`src/rtl/sprite_line_fetch_if.sv`:
```
`default_nettype none
// ============================================================================
// Module   : sprite_line_fetch_if
// Purpose  : Host write port, run command and pixel stream of the sprite
//            pattern memory, bundled with master/slave views.
// Revision : 1.0  initial release
// ============================================================================
interface sprite_line_fetch_if #(
  parameter int DATA_W = 16,
  parameter int ADDR_W = 8,
  parameter int PIX_W  = 4,
  parameter int LEN_W  = 6
);
  localparam int NPIX = DATA_W / PIX_W;

  // Host write port
  logic              wr_en_i;
  logic [ADDR_W-1:0] wr_addr_i;
  logic [NPIX-1:0]   wr_mask_i;
  logic [DATA_W-1:0] wr_data_i;

  // Run command
  logic              start_i;
  logic [ADDR_W-1:0] start_addr_i;
  logic [LEN_W-1:0]  start_len_i;
  logic              hflip_i;
  logic              abort_i;
  logic              busy_o;

  // Pixel stream
  logic              pix_valid_o;
  logic              pix_ready_i;
  logic [PIX_W-1:0]  pix_data_o;
  logic              pix_last_o;

  // Host / compositor side
  modport master (
    output wr_en_i, wr_addr_i, wr_mask_i, wr_data_i,
    output start_i, start_addr_i, start_len_i, hflip_i, abort_i,
    output pix_ready_i,
    input  busy_o, pix_valid_o, pix_data_o, pix_last_o
  );

  // Memory / streaming engine side
  modport slave (
    input  wr_en_i, wr_addr_i, wr_mask_i, wr_data_i,
    input  start_i, start_addr_i, start_len_i, hflip_i, abort_i,
    input  pix_ready_i,
    output busy_o, pix_valid_o, pix_data_o, pix_last_o
  );
endinterface
`default_nettype wire

```
`src/rtl/sprite_line_fetch.sv`:
```
`default_nettype none
// ============================================================================
// Module   : sprite_line_fetch
// Purpose  : Lane-split sprite pattern memory with masked host writes and a
//            run engine that streams unpacked pixels over valid/ready,
//            one pixel per clock once primed (two-word prefetch buffer).
// Revision : 1.0  initial release
// ============================================================================
module sprite_line_fetch #(
  parameter int    DATA_W    = 16,
  parameter int    ADDR_W    = 8,
  parameter int    PIX_W     = 4,
  parameter int    LEN_W     = 6,
  parameter string INIT_FILE = ""
) (
  input  wire logic          clk,
  input  wire logic          reset_n_i,
  sprite_line_fetch_if.slave bus
);

  localparam int NPIX  = DATA_W / PIX_W;
  localparam int DEPTH = 1 << ADDR_W;
  localparam int IDX_W = (NPIX > 1) ? $clog2(NPIX) : 1;

  typedef enum logic [1:0] {
    S_IDLE  = 2'd0,
    S_FETCH = 2'd1,
    S_DRAIN = 2'd2
  } state_t;

  // Element j of a buffered word is the j-th pixel in stream order
  typedef logic [NPIX-1:0][PIX_W-1:0] word_t;

  state_t            state_q, state_d;
  logic [ADDR_W-1:0] addr_q, addr_d;
  logic [LEN_W-1:0]  left_q, left_d;
  logic              hflip_q, hflip_d;
  logic              rd_pend_q, rd_pend_d;
  logic              rd_last_q, rd_last_d;
  logic [1:0]        count_q, count_d;
  logic [IDX_W-1:0]  idx_q, idx_d;
  word_t             slot0_q, slot0_d;
  word_t             slot1_q, slot1_d;
  logic              slot0_last_q, slot0_last_d;
  logic              slot1_last_q, slot1_last_d;

  logic              rd_en;
  word_t             push_word;
  logic              pix_valid;
  logic              xfer;
  logic              pop;
  logic              can_issue;
  logic [1:0]        occupancy;

  wire [NPIX-1:0][PIX_W-1:0] rd_word;

  // --------------------------------------------------------------------------
  // One memory per pixel lane. Lane k holds the k-th pixel from the left of
  // a word. Mask bit j guards the pixel at wr_data_i[j*PIX_W +: PIX_W], so
  // the mask reads left-to-right in the same order as the pixels it covers.
  // --------------------------------------------------------------------------
  for (genvar k = 0; k < NPIX; k++) begin : g_lane
    logic [PIX_W-1:0] mem [DEPTH];
    logic [PIX_W-1:0] rd_q;

    // Masked lane write and registered read; a same-address read sees old data
    always @(posedge clk) begin
      if (bus.wr_en_i && bus.wr_mask_i[NPIX-1-k]) begin
        mem[bus.wr_addr_i] <= bus.wr_data_i[DATA_W-1-k*PIX_W -: PIX_W];
      end
      if (rd_en) begin
        rd_q <= mem[addr_q];
      end
    end

    assign rd_word[k] = rd_q;
  end

  // Stream-side handshake terms; abort suppresses any transfer
  assign pix_valid = (count_q != 2'd0);
  assign xfer      = pix_valid && bus.pix_ready_i && !bus.abort_i;
  assign pop       = xfer && (idx_q == IDX_W'(NPIX - 1));
  assign occupancy = count_q + 2'(rd_pend_q);
  assign can_issue = ((occupancy - 2'(pop)) < 2'd2);

  assign bus.busy_o      = (state_q != S_IDLE);
  assign bus.pix_valid_o = pix_valid;
  assign bus.pix_data_o  = pix_valid ? slot0_q[idx_q] : '0;
  assign bus.pix_last_o  = pix_valid && slot0_last_q && (idx_q == IDX_W'(NPIX - 1));

  // Reorder a freshly read word into stream order (reversed when flipped)
  always_comb begin
    push_word = '0;
    for (int j = 0; j < NPIX; j++) begin
      push_word[j] = hflip_q ? rd_word[NPIX-1-j] : rd_word[j];
    end
  end

  // Next-state: run control, read issue, pixel index and prefetch buffer
  always_comb begin
    state_d      = state_q;
    addr_d       = addr_q;
    left_d       = left_q;
    hflip_d      = hflip_q;
    rd_pend_d    = 1'b0;
    rd_last_d    = rd_last_q;
    count_d      = count_q;
    idx_d        = idx_q;
    slot0_d      = slot0_q;
    slot1_d      = slot1_q;
    slot0_last_d = slot0_last_q;
    slot1_last_d = slot1_last_q;
    rd_en        = 1'b0;

    if (bus.abort_i) begin
      state_d = S_IDLE;
      count_d = 2'd0;
      idx_d   = '0;
    end else begin
      case (state_q)
        S_IDLE: begin
          if (bus.start_i && (bus.start_len_i != '0)) begin
            state_d = S_FETCH;
            hflip_d = bus.hflip_i;
            left_d  = bus.start_len_i;
            // A flipped run starts from its highest word
            addr_d  = bus.hflip_i
                    ? bus.start_addr_i + ADDR_W'(bus.start_len_i) - ADDR_W'(1)
                    : bus.start_addr_i;
          end
        end
        S_FETCH: begin
          // Issue only when a slot will be free for the returning word
          if (can_issue) begin
            rd_en     = 1'b1;
            rd_pend_d = 1'b1;
            rd_last_d = (left_q == LEN_W'(1));
            left_d    = left_q - LEN_W'(1);
            addr_d    = hflip_q ? addr_q - ADDR_W'(1) : addr_q + ADDR_W'(1);
            if (left_q == LEN_W'(1)) begin
              state_d = S_DRAIN;
            end
          end
        end
        S_DRAIN: begin
          if (pop && slot0_last_q) begin
            state_d = S_IDLE;
          end
        end
        default: state_d = S_IDLE;
      endcase

      if (xfer) begin
        idx_d = (idx_q == IDX_W'(NPIX - 1)) ? '0 : idx_q + IDX_W'(1);
      end

      case ({rd_pend_q, pop})
        2'b11: begin
          if (count_q == 2'd2) begin
            slot0_d      = slot1_q;
            slot0_last_d = slot1_last_q;
            slot1_d      = push_word;
            slot1_last_d = rd_last_q;
          end else begin
            slot0_d      = push_word;
            slot0_last_d = rd_last_q;
          end
        end
        2'b10: begin
          if (count_q == 2'd0) begin
            slot0_d      = push_word;
            slot0_last_d = rd_last_q;
          end else begin
            slot1_d      = push_word;
            slot1_last_d = rd_last_q;
          end
          count_d = count_q + 2'd1;
        end
        2'b01: begin
          slot0_d      = slot1_q;
          slot0_last_d = slot1_last_q;
          count_d      = count_q - 2'd1;
        end
        default: ;
      endcase
    end
  end

  // Engine registers; reset drops any run in flight
  always_ff @(posedge clk or negedge reset_n_i) begin
    if (!reset_n_i) begin
      state_q      <= S_IDLE;
      addr_q       <= '0;
      left_q       <= '0;
      hflip_q      <= 1'b0;
      rd_pend_q    <= 1'b0;
      rd_last_q    <= 1'b0;
      count_q      <= 2'd0;
      idx_q        <= '0;
      slot0_q      <= '0;
      slot1_q      <= '0;
      slot0_last_q <= 1'b0;
      slot1_last_q <= 1'b0;
    end else begin
      state_q      <= state_d;
      addr_q       <= addr_d;
      left_q       <= left_d;
      hflip_q      <= hflip_d;
      rd_pend_q    <= rd_pend_d;
      rd_last_q    <= rd_last_d;
      count_q      <= count_d;
      idx_q        <= idx_d;
      slot0_q      <= slot0_d;
      slot1_q      <= slot1_d;
      slot0_last_q <= slot0_last_d;
      slot1_last_q <= slot1_last_d;
    end
  end

endmodule
`default_nettype wire

```
`src/flat_wrapper.sv`:
```
// flat-port wrapper written by rule: the top's interface ports become plain ports
module sprite_line_fetch_flat 
#(
  parameter int    DATA_W    = 16,
  parameter int    ADDR_W    = 8,
  parameter int    PIX_W     = 4,
  parameter int    LEN_W     = 6,
  parameter string INIT_FILE = ""
)
  (clk, reset_n_i, bus_wr_en_i, bus_wr_addr_i, bus_wr_mask_i, bus_wr_data_i, bus_start_i, bus_start_addr_i, bus_start_len_i, bus_hflip_i, bus_abort_i, bus_pix_ready_i, bus_busy_o, bus_pix_valid_o, bus_pix_data_o, bus_pix_last_o);
  sprite_line_fetch_if #(.DATA_W(DATA_W), .ADDR_W(ADDR_W), .PIX_W(PIX_W), .LEN_W(LEN_W)) bus_i ();
  input  wire logic clk;
  input  wire logic reset_n_i;
  input wire logic [$bits(bus_i.wr_en_i)-1:0] bus_wr_en_i;
  input wire logic [$bits(bus_i.wr_addr_i)-1:0] bus_wr_addr_i;
  input wire logic [$bits(bus_i.wr_mask_i)-1:0] bus_wr_mask_i;
  input wire logic [$bits(bus_i.wr_data_i)-1:0] bus_wr_data_i;
  input wire logic [$bits(bus_i.start_i)-1:0] bus_start_i;
  input wire logic [$bits(bus_i.start_addr_i)-1:0] bus_start_addr_i;
  input wire logic [$bits(bus_i.start_len_i)-1:0] bus_start_len_i;
  input wire logic [$bits(bus_i.hflip_i)-1:0] bus_hflip_i;
  input wire logic [$bits(bus_i.abort_i)-1:0] bus_abort_i;
  input wire logic [$bits(bus_i.pix_ready_i)-1:0] bus_pix_ready_i;
  output wire logic [$bits(bus_i.busy_o)-1:0] bus_busy_o;
  output wire logic [$bits(bus_i.pix_valid_o)-1:0] bus_pix_valid_o;
  output wire logic [$bits(bus_i.pix_data_o)-1:0] bus_pix_data_o;
  output wire logic [$bits(bus_i.pix_last_o)-1:0] bus_pix_last_o;
  assign bus_i.wr_en_i = bus_wr_en_i;
  assign bus_i.wr_addr_i = bus_wr_addr_i;
  assign bus_i.wr_mask_i = bus_wr_mask_i;
  assign bus_i.wr_data_i = bus_wr_data_i;
  assign bus_i.start_i = bus_start_i;
  assign bus_i.start_addr_i = bus_start_addr_i;
  assign bus_i.start_len_i = bus_start_len_i;
  assign bus_i.hflip_i = bus_hflip_i;
  assign bus_i.abort_i = bus_abort_i;
  assign bus_i.pix_ready_i = bus_pix_ready_i;
  assign bus_busy_o = bus_i.busy_o;
  assign bus_pix_valid_o = bus_i.pix_valid_o;
  assign bus_pix_data_o = bus_i.pix_data_o;
  assign bus_pix_last_o = bus_i.pix_last_o;
  sprite_line_fetch #(.DATA_W(DATA_W), .ADDR_W(ADDR_W), .PIX_W(PIX_W), .LEN_W(LEN_W), .INIT_FILE(INIT_FILE)) u_core (.clk(clk), .reset_n_i(reset_n_i), .bus(bus_i));
endmodule
```
`config.mk`:
```
export PLATFORM = sky130hd
export DESIGN_NAME = sprite_line_fetch_flat
export DESIGN_NICKNAME = d
export VERILOG_FILES = /design/src/rtl/sprite_line_fetch_if.sv /design/src/rtl/sprite_line_fetch.sv /design/src/flat_wrapper.sv
export SDC_FILE = /design/constraint.sdc
export NUM_CORES = 2
export LEC_CHECK = 0
export CAP_MARGIN = 20
export CORE_ASPECT_RATIO = 2
export CORE_MARGIN = 2
export CORE_UTILIZATION = 40
export CTS_BUF_LIST = sky130_fd_sc_hd__clkbuf_8
export DETAILED_ROUTE_END_ITERATION = 7
export GPL_TIMING_DRIVEN = 1
export MAX_ROUTING_LAYER = met4
export PLACE_DENSITY = 0.5
export REMOVE_ABC_BUFFERS = 1
export SYNTH_ARGS = -nofsm -noshare
export SYNTH_HDL_FRONTEND = slang
export SYNTH_SLANG_ARGS = --single-unit
export TNS_END_PERCENT = 100
```
`constraint.sdc`:
```
create_clock -name clk -period 5.4 [get_ports clk]
set_clock_uncertainty 0.1 [all_clocks]
set_input_delay 1.35 -clock clk [delete_from_list [all_inputs] [get_ports clk]]
set_output_delay 1.35 -clock clk [all_outputs]
set_load 0.01 [all_outputs]
```
; Word level (Yosys, flattened, before mapping)
; Memories as Yosys holds them, arrays and structs flattened. A register that Yosys moved wholly into a read port is not among the register bits.
; Index checks and enable logic that the tools add are counted.
[word_totals]
reg_bits = 57
latchBits = 0
ramBits = 4096
mem_bits_ro = 0
input_bits = 49
out_inout_bits = 7
elab_cells = 129
mem_count = 4
[memory_table]
columns = memory, depth, word_bits, read_ports, rd_ports_with_merged_regs, write_ports, line_no
row1 = u_core.g_lane[0].mem, 256, 4, 1, 1, 1, sprite_line_fetch.sv:63  ; logic [PIX_W-1:0] mem [DEPTH];
row2 = u_core.g_lane[1].mem, 256, 4, 1, 1, 1, sprite_line_fetch.sv:63
row3 = u_core.g_lane[2].mem, 256, 4, 1, 1, 1, sprite_line_fetch.sv:63
row4 = u_core.g_lane[3].mem, 256, 4, 1, 1, 1, sprite_line_fetch.sv:63
[classes]
addsub = 10
multipliers = 0
div = 0
n_lt_le_gt_ge = 2
eq_ne = 17
shifts = 0
mux = 49
bitwise_logic = 1
reduce_logical = 28
[op_table]
columns = operator, count
row1 = two-way mux 16 bit, 4
row2 = case mux 16 bit (3 select lines), 1
row3 = two-way mux 8 bit, 4
row4 = case mux 16 bit (2 select lines), 1
row5 = two-way mux 4 bit, 6
row6 = two-way mux 2 bit, 9
row7 = case mux 8 bit (2 select lines), 1
row8 = subtractor 8 x 1 -> 8 bit (second input constant), 2
row9 = two-way mux 1 bit, 15
row10 = two-way mux 6 bit, 2
row11 = != test 3 x 2 -> 1 bit (second input constant), 4
row12 = case mux 6 bit (2 select lines), 1
row13 = AND reduction 4 bit, 3
row14 = logical AND 1 bit, 11
row15 = equality test 2 bit (second input constant), 5
row16 = nonzero test 2 bit, 5
row17 = AND reduction 3 bit, 3
row18 = adder 8 x 1 -> 8 bit (second input constant), 1
row19 = adder 8 x 6 -> 8 bit, 1
row20 = binary-select mux 4 bit (select 2 bit), 1
row21 = != test 2 x 1 -> 1 bit (second input constant), 4
row22 = equality test 6 x 1 -> 1 bit (second input constant), 1
row23 = case mux 2 bit (3 select lines), 1
row24 = nonzero test 3 bit, 2
row25 = other kinds (16), 19

; Logic depth before layout (Yosys ltp)
[logic_depth]
ltp_word = 9
depth_mapped = 16
depth_no_buf = 11

; Worst setup path before layout
; No wires, ideal clock.
[synth_path]
path_type = in2reg
from = in bus_pix_ready_i
to = reg u_core.g_lane[0].rd_q[0], read port of u_core.g_lane[0].mem (enable)
setup_ns = 0.416
t_arrival_ns = 4.115
required_time_ns = 4.884
slack_ns = 0.769
path_stages = 8
n_path_buf = 1
cell_sequence = o21ai_1 -> or3_1 -> ha_1 -> clkbuf_1 -> nor2b_1 -> xnor2_1 -> xnor2_1 -> nor3_1
[synth_via]
elab_chain_len = 8
[synth_lines]
columns = element, line_no
row1 = from (decl), flat_wrapper.sv:23  ; input wire logic [$bits(bus_i.pix_ready_i)-1:0] bus_pix_ready_i;
row2 = logical AND 1 bit (2 in a row), sprite_line_fetch.sv:81  ; assign xfer = pix_valid && bus.pix_ready_i && !bus.abort_i;
row3 = logical AND 1 bit, sprite_line_fetch.sv:82  ; assign pop = xfer && (idx_q == IDX_W'(NPIX - 1));
row4 = subtractor 2 x 1 -> 2 bit, sprite_line_fetch.sv:84  ; assign can_issue = ((occupancy - 2'(pop)) < 2'd2);
row5 = less-than comparator 2 bit, sprite_line_fetch.sv:84
row6 = two-way mux 1 bit, sprite_line_fetch.sv:134  ; if (can_issue) begin
row7 = two-way mux 1 bit, sprite_line_fetch.sv:120  ; case (state_q)
row8 = two-way mux 1 bit, sprite_line_fetch.sv:115  ; if (bus.abort_i) begin
row9 = via u_core.rd_en, sprite_line_fetch.sv:47  ; logic rd_en;
row10 = to (decl), sprite_line_fetch.sv:64  ; logic [PIX_W-1:0] rd_q;
; The timed path passes the listed nets, and every way through them passes these cells.
; A chain may end at the register's enable or synchronous reset.

; Worst setup path in the final report
[layout_path]
from = reg u_core.idx_q[0]
to = out bus_pix_data_o[0]
[layout_via]
elab_chain_len = 3
[layout_lines]
columns = element, line_no
row1 = from (decl), sprite_line_fetch.sv:41  ; logic [IDX_W-1:0] idx_q, idx_d;
row2 = from (signal assigned), sprite_line_fetch.sv:212  ; idx_q <= idx_d;
row3 = binary-select mux 4 bit (select 2 bit), sprite_line_fetch.sv:88  ; assign bus.pix_data_o = pix_valid ? slot0_q[idx_q] : '0;
row4 = two-way mux 4 bit (implied by the code), sprite_line_fetch.sv:88
row5 = two-way mux 4 bit, sprite_line_fetch.sv:88
row6 = to (decl), flat_wrapper.sv:26  ; output wire logic [$bits(bus_i.pix_data_o)-1:0] bus_pix_data_o;
; Every way passes these cells. The select of a mux whose other input is x is not followed.

==> impl_metrics.py <==
metrics = {
    "synthesis": {
        "synth_mux_area_frac": 0.162,
        "synth_area_per_cell_um2": 19.2,
        "synthDistinctLibCells": 72,
        "netlist_instances": 8645,
        "synth_area_mm2": 0.166,
        "synth-compound-area-share": 0.0250,
        "ys_ff_latch": 4169,
        "yosysMostFrequentCell": "edfxtp_1",
        "yosys-top-cells-count": "edfxtp_1, nor2_1, mux4_2",
        "synthArstFlopShare": 0.0137,
        "synth_area_leaders": "edfxtp_1, mux4_2, mux2i_1, nor2_1, mux2_2",
        "ys_warn_count": 0,
        "yosys.area.top_type": "edfxtp_1",
        "synth_top_family_by_area": "multiplexers",
        "synthFlopType": "edfxtp_1",
        "synth_top_area_frac": 0.743,
        "synth-adder-area-share": 0.00190,
        "ys_seq_area_frac": 0.751,
        "synth-xor-area-share": 0.000579,
        "synth_edf_count": 4112,
        "yosys.area_share.simple": 0.0403,
    },
    "clock_tree": {
        "post-cts-setup-buffer-count": 0,
        "clk_pin_slew_worst_paths_ps": 70,
        "ctsHoldBuffers": 0,
        "insertion_delay_ps": 1160,
        "clockBufferDepth": 4,
        "cts_resized": 0,
        "htree_levels": 6,
        "cts_sinks": 4169,
        "cts-buffers-inserted": 587,
        "root_buffer": "clkbuf_8",
        "cts_tree": "done",
    },
    "worst_setup_path": {
        "r2r-start": "u_core.addr_q[0]",
        "end_kind": "output pin",
        "required_ps": 3950,
        "r2r_setup_slack_ps": 760,
        "r2r_end": "u_core.g_lane[3].rd_q[1]",
        "startpoint_type": "register",
        "arrival_ps": 3550,
        "reg2reg_depth": 9,
        "crit_path_max_fanout": 7,
        "worstSetupPathType": "reg -> out",
    },
    "detailed_routing": {
        "drc_errors": 0,
        "vias": 85450,
        "route.detailed.wl_per_inst_um": 35.6,
        "drt-initial-drc-count": 7707,
        "ant_nets": 0,
        "wl_um": 535000,
        "viasPerCell": 5.69,
        "drt_first_pass_iters": 6,
    },
    "global_route": {
        "antenna_found_initial": 35,
        "grt_overflow": 0,
        "grt_pass1_wl_um": 731000,
        "track_usage": 0.260,
        "grt_pass1_vias": 91930,
        "grt_max_degree": 128,
    },
    "floorplan": {
        "die_x_um": 460,
        "die_h_um": 916,
        "rows": 334,
        "start_util": 0.402,
        "die-area_mm2": 0.421,
        "ioPinCount": 56,
        "core_mm2": 0.414,
    },
    "place": {
        "port_buffers": 55,
        "dpl_cell_area_mm2": 0.175,
        "dp_slack_ps": 675,
        "place_congestion": 0.932,
        "dpl.hpwl_um": 373000,
    },
    "sta": {
        "clock.fmax_ghz": 0.200,
        "rsz0062_at_grt": "no",
        "hold_viol_final": 0,
        "fin_setup_tns_ps": 0,
        "tightest_slew_ps": 1240,
        "slew_violations": 0,
        "post-route-period-util": 0.925,
        "setup_viol": 0,
        "slew_headroom": 0.171,
        "period_needed_ps": 5000,
        "fin_ws_ps": 403,
    },
    "power_and_ir_drop": {
        "p_total_w": 0.0874,
        "ir_drop_uv": 275,
        "p_per_area_mw_per_mm2": 468,
        "p_leak_nw": 58.4,
    },
    "cells_and_area": {
        "fillers": 35586,
        "syn_to_final_growth_pct": 12.2,
        "drive_gt1_frac": 0.237,
        "final_cell_area_mm2": 0.187,
        "fin_nets": 9226,
    },
    "hold_path": {
        "hold_path.class": "in -> async",
    },
    "flow_run": {
        "max-cap-violations": 0,
    },
    "status": {
        "status": "completed",
    },
}
## power breakdown
part | internal [W] | switching (W)
registers | 0.0359 | 0.000485
logic | 0.0107 | 0.0162
clock network | 0.0119 | 0.0122
## state kept, by name, summed over array words and instances, names as in the netlist
| name | count |
|---|---|
| u_core.hflip_q | 1 |
| u_core.rd_pend_q | 1 |
| u_core.addr_q | 8 |
| u_core.g_lane.rd_q | 16 |
| u_core.g_lane.mem | 4096 |
| u_core.state_q | 2 |
| u_core.idx_q | 2 |
| u_core.slot1_q | 16 |
| u_core.slot0_last_q | 1 |
| u_core.slot0_q | 16 |
| u_core.rd_last_q | 1 |
| u_core.count_q | 2 |
| u_core.slot1_last_q | 1 |
| u_core.left_q | 6 |
## area by class of cell
| type | instances | area, um^2 | area share |
|---|---|---|---|
| clock inverters | 421 | 2560 | 0.0137 |
| repair buffers | 468 | 4900 | 0.0262 |
| well taps | 5376 | 6730 | 0.0361 |
| inverters | 53 | 199 | 0.00107 |
| clock buffers | 613 | 8440 | 0.0452 |
| diodes | 52 | 130 | 0.000697 |
| flip-flops and latches | 4169 | 125000 | 0.670 |
| multi-input cells | 3874 | 38700 | 0.207 |
## worst max-delay path by stage
stage	startpoint	endpoint	slack, ps	depth (start not counted)
2_1_floorplan	u_core.addr_q[0]	u_core.g_lane[2].rd_q[1]	-44850	6
3_3_place_gp	u_core.addr_q[0]	u_core.g_lane[3].rd_q[3]	-110	8
3_5_place_dp	u_core.addr_q[0]	u_core.g_lane[3].rd_q[1]	680	9
4_1_cts	u_core.idx_q[0]	bus_pix_data_o[0]	230	3
5_1_grt	u_core.idx_q[0]	bus_pix_data_o[0]	280	3
6_report	u_core.idx_q[0]	bus_pix_data_o[0]	400	3
## worst max-delay path, cell delays in order, from the launching register on
cell	delay (ps)
dfrtp_1	530
mux4_2	430
nor2b_1	740
clkdlybuf4s50_1	700
## per-layer routing
layer	track usage	vias up	wire, um
met4	0.169	0	41600
li1	-	35974	-
met5	-	-	0
met1	0.248	45471	170000
met2	0.488	2916	302000
met3	0.0309	1089	22100
## cell usage in the layout (no fill, tap or decap), drive strengths merged, types with 14 or more instances in the layout
cell type / instances
o21ai: 62
o22ai: 235
mux4: 889
mux2: 148
clkinv: 198
edfxtp: 4112
inv: 222
a21oi: 79
a211oi: 14
o211ai: 24
buf: 425
a2111oi: 66
nor2b: 18
diode: 52
nor3: 64
a221oi: 17
clkinvlp: 26
nand2: 368
nand3: 17
ha: 22
and3: 15
bufinv: 28
clkdlybuf4s50: 38
dfrtp: 57
mux2i: 527
clkbuf: 617
nor2: 1097
a22oi: 63
## through the flow
stage | util | hold slack [ps] | instances
CTS | 0.451 | 203 | 14972
floorplan | - | 350 | 8096
finish | 0.451 | 262 | 15026
global placement | 0.424 | 365 | 13928
detailed placement | 0.424 | 375 | 13938
global route | 0.451 | 308 | 15014
## cell families (layout without fill, tap and decap cells)
group,count (synthesis),after routing
other cells,0,52
fa+ha+maj,24,24
mux,1564,1564
compound gates,616,616
buf+inv,602,1555
xor+xnor,11,11
simple gates,1659,1659
flops,4169,4169
No activity file was read; power rests on OpenSTA's default activity.
